--- src/rtl/multicycle_ctrl_if.sv ---
// Control bundle between the multicycle controller and its datapath:
// opcode and memory handshake in, datapath strobes/selects and state out.
interface multicycle_ctrl_if;
  localparam int unsigned OP_W    = 6;
  localparam int unsigned STATE_W = 4;

  logic [OP_W-1:0]    op;
  logic               mem_ready;
  logic               pcwrite;
  logic               pcwritecond;
  logic               iord;
  logic               memread;
  logic               memwrite;
  logic               irwrite;
  logic               memtoreg;
  logic               regdst;
  logic               regwrite;
  logic               alusrca;
  logic               zext;
  logic [1:0]         alusrcb;
  logic [1:0]         pcsource;
  logic               aluop1;
  logic               aluop0;
  logic               instr_done;
  logic               illegal;
  logic [STATE_W-1:0] state;

  // Controller side
  modport master (
    input  op, mem_ready,
    output pcwrite, pcwritecond, iord, memread, memwrite, irwrite, memtoreg,
           regdst, regwrite, alusrca, zext, alusrcb, pcsource, aluop1, aluop0,
           instr_done, illegal, state
  );

  // Datapath side
  modport slave (
    output op, mem_ready,
    input  pcwrite, pcwritecond, iord, memread, memwrite, irwrite, memtoreg,
           regdst, regwrite, alusrca, zext, alusrcb, pcsource, aluop1, aluop0,
           instr_done, illegal, state
  );
endinterface

--- src/rtl/multicycle_ctrl.sv ---
// Moore-style main controller for a multicycle MIPS-like datapath
// (lw/sw/R-type/beq/ori/j) with memory wait states.
module multicycle_ctrl #(
  parameter int unsigned USE_READY = 1
) (
  input  logic                clk,
  input  logic                rst_n,
  multicycle_ctrl_if.master   bus
);

  typedef enum logic [3:0] {
    IDLE   = 4'd0,  FETCH  = 4'd1,  DECODE = 4'd2,  MEMADR = 4'd3,
    MEMRD  = 4'd4,  MEMWB  = 4'd5,  MEMWR  = 4'd6,  EXEC   = 4'd7,
    ALUWB  = 4'd8,  BRANCH = 4'd9,  ORIEX  = 4'd10, ORIWB  = 4'd11,
    JUMP   = 4'd12
  } state_t;

  localparam logic [5:0] OP_RTYPE = 6'b000000;
  localparam logic [5:0] OP_LW    = 6'b100011;
  localparam logic [5:0] OP_SW    = 6'b101011;
  localparam logic [5:0] OP_BEQ   = 6'b000100;
  localparam logic [5:0] OP_ORI   = 6'b001101;
  localparam logic [5:0] OP_J     = 6'b000010;

  state_t     state_q, state_d;
  logic       ready;
  logic       pcwrite, pcwritecond, iord, memread, memwrite, irwrite;
  logic       memtoreg, regdst, regwrite, alusrca, zext, instr_done, illegal;
  logic [1:0] alusrcb, pcsource, aluop;

  // With USE_READY=0 every memory access completes in one cycle
  assign ready = (USE_READY != 0) ? bus.mem_ready : 1'b1;

  always_ff @(posedge clk or negedge rst_n) begin
    if (!rst_n) state_q <= IDLE;
    else        state_q <= state_d;
  end

  always_comb begin
    state_d     = state_q;
    pcwrite     = 1'b0;
    pcwritecond = 1'b0;
    iord        = 1'b0;
    memread     = 1'b0;
    memwrite    = 1'b0;
    irwrite     = 1'b0;
    memtoreg    = 1'b0;
    regdst      = 1'b0;
    regwrite    = 1'b0;
    alusrca     = 1'b0;
    zext        = 1'b0;
    instr_done  = 1'b0;
    illegal     = 1'b0;
    alusrcb     = 2'b00;
    pcsource    = 2'b00;
    aluop       = 2'b00;
    unique case (state_q)
      IDLE: state_d = FETCH;
      FETCH: begin
        memread = 1'b1;
        alusrcb = 2'b01;
        irwrite = ready;
        pcwrite = ready;
        if (ready) state_d = DECODE;
      end
      DECODE: begin
        alusrcb = 2'b11;
        unique case (bus.op)
          OP_LW, OP_SW: state_d = MEMADR;
          OP_RTYPE:     state_d = EXEC;
          OP_BEQ:       state_d = BRANCH;
          OP_ORI:       state_d = ORIEX;
          OP_J:         state_d = JUMP;
          default: begin
            illegal = 1'b1;
            state_d = FETCH;
          end
        endcase
      end
      MEMADR: begin
        alusrca = 1'b1;
        alusrcb = 2'b10;
        state_d = (bus.op == OP_LW) ? MEMRD : MEMWR;
      end
      MEMRD: begin
        memread = 1'b1;
        iord    = 1'b1;
        if (ready) state_d = MEMWB;
      end
      MEMWB: begin
        memtoreg   = 1'b1;
        regwrite   = 1'b1;
        instr_done = 1'b1;
        state_d    = FETCH;
      end
      MEMWR: begin
        memwrite   = 1'b1;
        iord       = 1'b1;
        instr_done = ready;
        if (ready) state_d = FETCH;
      end
      EXEC: begin
        alusrca = 1'b1;
        aluop   = 2'b10;
        state_d = ALUWB;
      end
      ALUWB: begin
        regdst     = 1'b1;
        regwrite   = 1'b1;
        instr_done = 1'b1;
        state_d    = FETCH;
      end
      BRANCH: begin
        alusrca     = 1'b1;
        aluop       = 2'b01;
        pcwritecond = 1'b1;
        pcsource    = 2'b01;
        instr_done  = 1'b1;
        state_d     = FETCH;
      end
      ORIEX: begin
        alusrca = 1'b1;
        alusrcb = 2'b10;
        zext    = 1'b1;
        aluop   = 2'b11;
        state_d = ORIWB;
      end
      ORIWB: begin
        regwrite   = 1'b1;
        instr_done = 1'b1;
        state_d    = FETCH;
      end
      JUMP: begin
        pcwrite    = 1'b1;
        pcsource   = 2'b10;
        instr_done = 1'b1;
        state_d    = FETCH;
      end
      // Codes 13-15 are unreachable; recover quietly into FETCH
      default: state_d = FETCH;
    endcase
  end

  assign bus.pcwrite     = pcwrite;
  assign bus.pcwritecond = pcwritecond;
  assign bus.iord        = iord;
  assign bus.memread     = memread;
  assign bus.memwrite    = memwrite;
  assign bus.irwrite     = irwrite;
  assign bus.memtoreg    = memtoreg;
  assign bus.regdst      = regdst;
  assign bus.regwrite    = regwrite;
  assign bus.alusrca     = alusrca;
  assign bus.zext        = zext;
  assign bus.alusrcb     = alusrcb;
  assign bus.pcsource    = pcsource;
  assign bus.aluop1      = aluop[1];
  assign bus.aluop0      = aluop[0];
  assign bus.instr_done  = instr_done;
  assign bus.illegal     = illegal;
  assign bus.state       = state_q;

endmodule

--- src/flat_wrapper.sv ---
// flat-port wrapper written by rule: the top's interface ports become plain ports
module multicycle_ctrl_flat 
#(
  parameter int unsigned USE_READY = 1
)
  (clk, rst_n, bus_op, bus_mem_ready, bus_pcwrite, bus_pcwritecond, bus_iord, bus_memread, bus_memwrite, bus_irwrite, bus_memtoreg, bus_regdst, bus_regwrite, bus_alusrca, bus_zext, bus_alusrcb, bus_pcsource, bus_aluop1, bus_aluop0, bus_instr_done, bus_illegal, bus_state);
  multicycle_ctrl_if bus_i ();
  input  logic clk;
  input  logic rst_n;
  input wire logic [$bits(bus_i.op)-1:0] bus_op;
  input wire logic [$bits(bus_i.mem_ready)-1:0] bus_mem_ready;
  output wire logic [$bits(bus_i.pcwrite)-1:0] bus_pcwrite;
  output wire logic [$bits(bus_i.pcwritecond)-1:0] bus_pcwritecond;
  output wire logic [$bits(bus_i.iord)-1:0] bus_iord;
  output wire logic [$bits(bus_i.memread)-1:0] bus_memread;
  output wire logic [$bits(bus_i.memwrite)-1:0] bus_memwrite;
  output wire logic [$bits(bus_i.irwrite)-1:0] bus_irwrite;
  output wire logic [$bits(bus_i.memtoreg)-1:0] bus_memtoreg;
  output wire logic [$bits(bus_i.regdst)-1:0] bus_regdst;
  output wire logic [$bits(bus_i.regwrite)-1:0] bus_regwrite;
  output wire logic [$bits(bus_i.alusrca)-1:0] bus_alusrca;
  output wire logic [$bits(bus_i.zext)-1:0] bus_zext;
  output wire logic [$bits(bus_i.alusrcb)-1:0] bus_alusrcb;
  output wire logic [$bits(bus_i.pcsource)-1:0] bus_pcsource;
  output wire logic [$bits(bus_i.aluop1)-1:0] bus_aluop1;
  output wire logic [$bits(bus_i.aluop0)-1:0] bus_aluop0;
  output wire logic [$bits(bus_i.instr_done)-1:0] bus_instr_done;
  output wire logic [$bits(bus_i.illegal)-1:0] bus_illegal;
  output wire logic [$bits(bus_i.state)-1:0] bus_state;
  assign bus_i.op = bus_op;
  assign bus_i.mem_ready = bus_mem_ready;
  assign bus_pcwrite = bus_i.pcwrite;
  assign bus_pcwritecond = bus_i.pcwritecond;
  assign bus_iord = bus_i.iord;
  assign bus_memread = bus_i.memread;
  assign bus_memwrite = bus_i.memwrite;
  assign bus_irwrite = bus_i.irwrite;
  assign bus_memtoreg = bus_i.memtoreg;
  assign bus_regdst = bus_i.regdst;
  assign bus_regwrite = bus_i.regwrite;
  assign bus_alusrca = bus_i.alusrca;
  assign bus_zext = bus_i.zext;
  assign bus_alusrcb = bus_i.alusrcb;
  assign bus_pcsource = bus_i.pcsource;
  assign bus_aluop1 = bus_i.aluop1;
  assign bus_aluop0 = bus_i.aluop0;
  assign bus_instr_done = bus_i.instr_done;
  assign bus_illegal = bus_i.illegal;
  assign bus_state = bus_i.state;
  multicycle_ctrl #(.USE_READY(USE_READY)) u_core (.clk(clk), .rst_n(rst_n), .bus(bus_i));
endmodule
--- config.mk ---
export PLATFORM = sky130hd
export DESIGN_NAME = multicycle_ctrl_flat
export DESIGN_NICKNAME = d
export VERILOG_FILES = /design/src/rtl/multicycle_ctrl_if.sv /design/src/rtl/multicycle_ctrl.sv /design/src/flat_wrapper.sv
export SDC_FILE = /design/constraint.sdc
export NUM_CORES = 1
export LEC_CHECK = 0
export CORE_ASPECT_RATIO = 1.2
export CORE_MARGIN = 2
export CORE_UTILIZATION = 34
export DETAILED_ROUTE_END_ITERATION = 8
export PLACE_DENSITY = 0.78
export SYNTH_ARGS = -nofsm -noshare
export SYNTH_HDL_FRONTEND = slang
export SYNTH_SLANG_ARGS = --single-unit
--- constraint.sdc ---
create_clock -name clk -period 1.1 [get_ports clk]
set_input_delay 0.11 -clock clk [delete_from_list [all_inputs] [get_ports clk]]
set_output_delay 0.11 -clock clk [all_outputs]
set_load 0.05 [all_outputs]
==> impl_metrics.tcl, run 1 <==
set metrics [dict create \
    port_buffers 31 \
    failed_stage "clock tree synthesis (4_1_cts)" \
    cts_buffer_depth 2 \
    synth.most_common_cell "nor2_1" \
    htreeDepth 1 \
    cts_setup_buffers 9 \
    die_w_microns 42.3 \
    cts_hold_buf 0 \
    rows 16 \
    yosys.area.top_type "dfrtp_1" \
    syn_area_sq_um 599 \
    cts.sinks 4 \
    yosys-top-cells-count "nor2_1 (10), nand2_1 (6), a21oi_1 (5)" \
    die_y_microns 50.0 \
    ys_seq_area_share_pct 16.7 \
    gp_congestion 0.934 \
    postSynthAreaPerCell_sq_um 7.31 \
    clockRootBuffer "clkbuf_4" \
    status "aborted with a tool error" \
    cts-buffers-inserted 3 \
    dp_hpwl_microns 2520 \
    post_cts_resized 45 \
    ys_async_sr_fraction_pct 100 \
    synthDistinctLibCells 37 \
    io_pins 32 \
    synth-edff-count 0 \
    error "[ERROR DPL-0038] Utilization greater than 100%, impossible to legalize" \
    yosys_warnings 0 \
    synth_area_leaders "dfrtp_1 (17%), nor2_1 (6.3%), mux2i_1 (5.0%), o211ai_1 (5.0%), nand2b_4 (4.6%)" \
    synth_ff_type "dfrtp_1" \
    ys_ff_latch 4 \
    initial_utilization_pct 36.5 \
    syn_inst 82 \
    synth_top_area_share_pct 16.7 \
    synth_nets 91 \
    place_ws_ps -684 \
]
[cells by family after synthesis]
kind of cell    count (synthesis)  share of synthesized area [%]
flops                           4                           16.7
xor+xnor                        2                           2.92
mux                             3                           5.01
compound gates                 23                           25.9
buf+inv                         8                           6.47
simple gates                   42                           43.0
[per-stage QoR]
step / cell area (sq um) / setup TNS [ps] / util (%) / hold WS [ps] / cells
detailed placement: 1530 / -5490 / 93.3 / 322 / 158
global placement: 1530 / -4150 / 93.3 / 314 / 158
floorplan: 767 / -7600 / - / -186 / 82
==> inputs of run 2 (changes only) <==
CORE_AREA = 2 2 63 65   (was not set)
CORE_ASPECT_RATIO = not set   (was 1.2)
CORE_MARGIN = not set   (was 2)
CORE_UTILIZATION = not set   (was 34)
DIE_AREA = 0 0 65 67   (was not set)
PLACE_DENSITY = not set   (was 0.78)
PLACE_DENSITY_LB_ADDON = 0.15   (was not set)
clock period = 1.43 ns   (was 1.1 ns; I/O delays follow)
==> impl_metrics.tcl, run 2 <==
set metrics [dict create \
    max_cap_violations 0 \
    setup-violations-final 17 \
    gp_congestion 0.816 \
    synthDistinctLibCells 37 \
    cts_hold_buf 0 \
    violations "negative setup slack" \
    core_sq_um 3610 \
    largest_reg_flops 4 \
    final_nets 153 \
    ys_ff_latch 4 \
    grt_pass1_vias 823 \
    end_kind "primary output" \
    drt-met1-wl_microns 952 \
    power_density_nw_per_um2 2120 \
    hold_violations 0 \
    drc 0 \
    viasPerCell 4.42 \
    die_w_microns 65 \
    htreeDepth 1 \
    leakage_nw 0.688 \
    synth.most_common_cell "nor2_1" \
    wirelength_microns 2230 \
    synth_ff_type "dfrtp_1" \
    cts-buffers-inserted 3 \
    ys_seq_area_share_pct 16.7 \
    post_drt_wl_per_cell_microns 11.7 \
    syn_area_sq_um 599 \
    initial_utilization_pct 16.6 \
    wl_met3_microns 91 \
    rsz0062_at_grt "true" \
    crit_buf_inv 1 \
    yosys-top-cells-count "nor2_1 (10), nand2_1 (6), a21oi_1 (5)" \
    final_cell_mix "buf_12 (23), buf_4 (21), buf_6 (10)" \
    yosys.area.top_type "dfrtp_1" \
    cp-start-kind "flop" \
    setup_ws_ps -113 \
    area_delta_synth_final_pct 182 \
    clockRootBuffer "clkbuf_8" \
    antenna-diode-count 0 \
    firstDrtPassIters 4 \
    hold_slack_ps 135 \
    ys_async_sr_fraction_pct 100 \
    vdd_drop_max_uv 1100 \
    dr.max_layer_used "met4" \
    antenna_found_initial 0 \
    antenna_left 0 \
    worstPathRequired_ps 1290 \
    rrSetupSlack_ps -10 \
    port_buffers 31 \
    setup_tns_ps -823 \
    drt_iter0_drc 13 \
    vias 840 \
    min-delay-path-class "input pin to asynchronous set/reset pin" \
    yosys_warnings 0 \
    postSynthAreaPerCell_sq_um 7.31 \
    critPathTopFamily "flip-flops" \
    slowest_stage "dfrtp_2" \
    dp_hpwl_microns 1740 \
    place_ws_ps -189 \
    io_pins 32 \
    grt_max_degree 9 \
    status "complete, but fails checks" \
    cp.arrival_ps 1400 \
    wl_met2_microns 1170 \
    setup.worst_path.class "flop to primary output" \
    final_common_cell "buf_12" \
    post-route-period-util_pct 108 \
    slowest_delay_ps 460 \
    drive_above_1_share_pct 65.5 \
    die_y_microns 67 \
    synth-edff-count 0 \
    crit_fanout 6 \
    cts.sinks 4 \
    finalClockSkew_ps 4.00 \
    die-area_sq_um 4360 \
    cts_buffer_depth 2 \
    synth_nets 91 \
    slew_headroom_pct 83.0 \
    grt_usage_pct 10.8 \
    worstMarginPinSlew_ps 251 \
    insertion_delay_ps 220 \
    fmax_mhz 648 \
    synth_top_area_share_pct 16.7 \
    power_mw 3.58 \
    stdcell_count 190 \
    path_clk_slew_ps 30 \
    cp_cell_sequence "nand2b_4 -> nor3_4 -> o21a_4 -> buf_12" \
    rows 22 \
    grt_pass1_wl_microns 3700 \
    period_needed_ps 1540 \
    cts_tree "done" \
    syn_inst 82 \
    synth_area_leaders "dfrtp_1 (17%), nor2_1 (6.3%), mux2i_1 (5.0%), o211ai_1 (5.0%), nand2b_4 (4.6%)" \
    dp.cells 174 \
    finalMaxSlewViolations 0 \
    grt_remaining_overflow 0 \
]
## run 2: cell counts after synthesis
No cell type changed its count.
## run 2: through the flow
stage	utilization, %	instance area, sq um
finish	46.9	1690
global route	46.9	1690
CTS	44.8	1620
detailed placement	39.5	1430
global placement	39.5	1430
floorplan	-	749
## run 2: path summary, 6_finish.rpt
path	depth (start not counted)	from	to
setup / recovery	4	u_core.bus.state[0]	bus_illegal
setup reg to reg	5	u_core.bus.state[0]	u_core.bus.state[1]
hold reg to reg	2	u_core.bus.state[3]	u_core.bus.state[0]
min in group clk	5	bus_op[2]	u_core.bus.state[1]
hold / removal	1	rst_n	u_core.bus.state[3]
max in group asynchronous	1	rst_n	u_core.bus.state[0]
## run 2: cell families after synthesis
kind of cell           share of synthesized area [%]
AO/OA/AOI/OAI                                   25.9
multiplexers                                    5.01
buffers and inverters                           6.47
AND/OR/NAND/NOR                                 43.0
flip-flops                                      16.7
XOR/XNOR                                        2.92
## run 2: final cells by class
cell class                      count  area, sq um
Fill cell                         351         1910
Timing Repair Buffer               63          827
Multi-Input combinational cell     70          651
Sequential cell                     4          105
Tap cell                           48         60.1
Clock buffer                        3         41.3
Inverter                            2         7.51
## run 2: metal layers
layer  up-vias  GRT usage (%)
li1        419              -
met1       402           13.3
met2        17           19.6
met3         2           1.18
met4         0           3.19
met5         -              0
## run 2: timing repair
| action | CTS | global route |
|---|---|---|
| setup endpoints to repair | 15 | 19 |
| pin swaps | 8 | 3 |
| resized for setup | 20 | 12 |
| buffers inserted | 10 | 3 |
## run 2: power by group
group / switching [mW] / internal (mW) / total (mW) / leakage (nW)
Combinational: 1.52 / 1.55 / 3.07 / 0.620
Sequential: 0.112 / 0.161 / 0.272 / 0.0457
Clock: 0.0563 / 0.179 / 0.236 / 0.0216
Total: 1.69 / 1.89 / 3.58 / 0.688
Power figures use the tool's default switching activity.
==> inputs of run 3 (changes only) <==
CELL_PAD_IN_SITES_DETAIL_PLACEMENT = 0   (was not set)
CELL_PAD_IN_SITES_GLOBAL_PLACEMENT = 1   (was not set)
==> impl_metrics.tcl, run 3 (same netlist as run 2, synthesis figures left out) <==
set metrics [dict create \
    grtUsageMet3_pct 2.20 \
    grt_max_degree 11 \
    drt_iter0_drc 19 \
    largest_reg_flops 4 \
    min-delay-path-class "input pin to asynchronous set/reset pin" \
    setup-violations-final 18 \
    dpl_cell_area_sq_um 1430 \
    crit_fanout 8 \
    core_sq_um 3610 \
    vdd_drop_max_uv 1380 \
    slew_headroom_pct 81.6 \
    max_cap_violations 0 \
    fmax_mhz 645 \
    die_w_microns 65 \
    power_mw 3.49 \
    critPathTopFamily "flip-flops" \
    cp-startpoint "u_core.bus.state[2]" \
    antenna_found_initial 0 \
    crit_buf_inv 1 \
    cp.arrival_ps 1410 \
    drive_above_1_share_pct 66.7 \
    top_usage_layer "met2" \
    setup_ws_ps -121 \
    drc 0 \
    grt_remaining_overflow 0 \
    post_drt_wl_per_cell_microns 12.7 \
    slowest_delay_ps 480 \
    final_cell_mix "buf_12 (23), buf_4 (15), buf_6 (12)" \
    period_needed_ps 1550 \
    cp-start-kind "flop" \
    dp_hpwl_microns 1850 \
    cts.sinks 4 \
    antenna_left 0 \
    gr-usage-met1_pct 12.5 \
    worstMarginPinSlew_ps 275 \
    final_nets 149 \
    leakage_nw 0.707 \
    finalClockSkew_ps 0.176 \
    wirelength_microns 2370 \
    slowest_stage "dfrtp_2" \
    cts_hold_buf 0 \
    vias 818 \
    hold_violations 0 \
    status "complete, but fails checks" \
    grt_usage_pct 10.6 \
    end_kind "primary output" \
    viasPerCell 4.40 \
    htreeDepth 1 \
    path_depth 4 \
    initial_utilization_pct 16.6 \
    rsz0062_at_grt "true" \
    rr_startpoint "u_core.bus.state[1]" \
    worstPathRequired_ps 1290 \
    die_y_microns 67 \
    post-route-period-util_pct 108 \
    grt_pass1_wl_microns 3620 \
    die-area_sq_um 4360 \
    stdcell_area_sq_um 1680 \
    path_clk_slew_ps 30 \
    port_buffers 31 \
    area_delta_synth_final_pct 181 \
    setup.worst_path.class "flop to primary output" \
    insertion_delay_ps 210 \
    antenna-diode-count 0 \
    setup_tns_ps -1140 \
    use_met2_pct 19.1 \
    firstDrtPassIters 4 \
    final_common_cell "buf_12" \
    rows 22 \
    violations "negative setup slack" \
    reg2regPathDepth 6 \
    cts_tree "done" \
    grt_pass1_vias 799 \
    io_pins 32 \
    cp_cell_sequence "nand2b_4 -> mux2i_2 -> a21o_4 -> buf_12" \
    cts-buffers-inserted 3 \
    place_ws_ps -201 \
    finalMaxSlewViolations 0 \
    clockRootBuffer "clkbuf_8" \
    gp_congestion 0.838 \
    cts_buffer_depth 2 \
    power_density_nw_per_um2 2070 \
]
==> run 3: changes by cell type in the layout (fill, tap and decap cells not counted), sizes merged <==
cell / change
buf: -4
clkdlybuf4s50: -3
dlymetal6s2s: +3
==> run 3: worst reg2reg max path, stage by stage, from the launching register on <==
cell and delay, ps:
dfrtp_2 460, buf_6 140, buf_6 110, and2b_1 170, nand4_1 100, o221ai_1 140
o22a_1 230
==> run 3: worst paths after layout <==
check                                            to  slack, ps
min in group clk                u_core.bus.state[3]        550
worst max register to register  u_core.bus.state[1]        -30
worst min register to register  u_core.bus.state[0]        710
worst max-delay path                   bus_regwrite       -120
worst min-delay path            u_core.bus.state[2]        130
max in group asynchronous       u_core.bus.state[0]       1120
==> run 3: power breakdown <==
part           switching, mW  internal, mW
Combinational           1.53          1.47
Clock                 0.0547         0.179
Sequential            0.0895         0.161
Total                   1.68          1.81
==> run 3: final cells by class <==
class	instances	area, sq um
Clock buffer	3	41.3
Fill cell	342	1920
Inverter	2	7.51
Multi-Input combinational cell	70	666
Sequential cell	4	105
Tap cell	48	60.1
Timing Repair Buffer	59	802
==> run 3: routing by layer <==
layer / up-vias / wire, microns
li1: 412 / -
met1: 390 / 964
met2: 16 / 1310
met3: 0 / 98
met4: 0 / 0
met5: - / 0
==> run 3: through the flow <==
step / instances / util, % / hold WS, ps
floorplan: 82 / - / -153
global placement: 174 / 39.5 / 353
detailed placement: 174 / 39.5 / 360
CTS: 179 / 41.7 / 135
global route: 186 / 46.6 / 143
finish: 186 / 46.6 / 133
==> run 3: timing repair <==
item	in CTS	in global routing
setup buffers	2	8
pin swaps	3	6
setup endpoints to repair	17	18
gates resized for setup	10	26
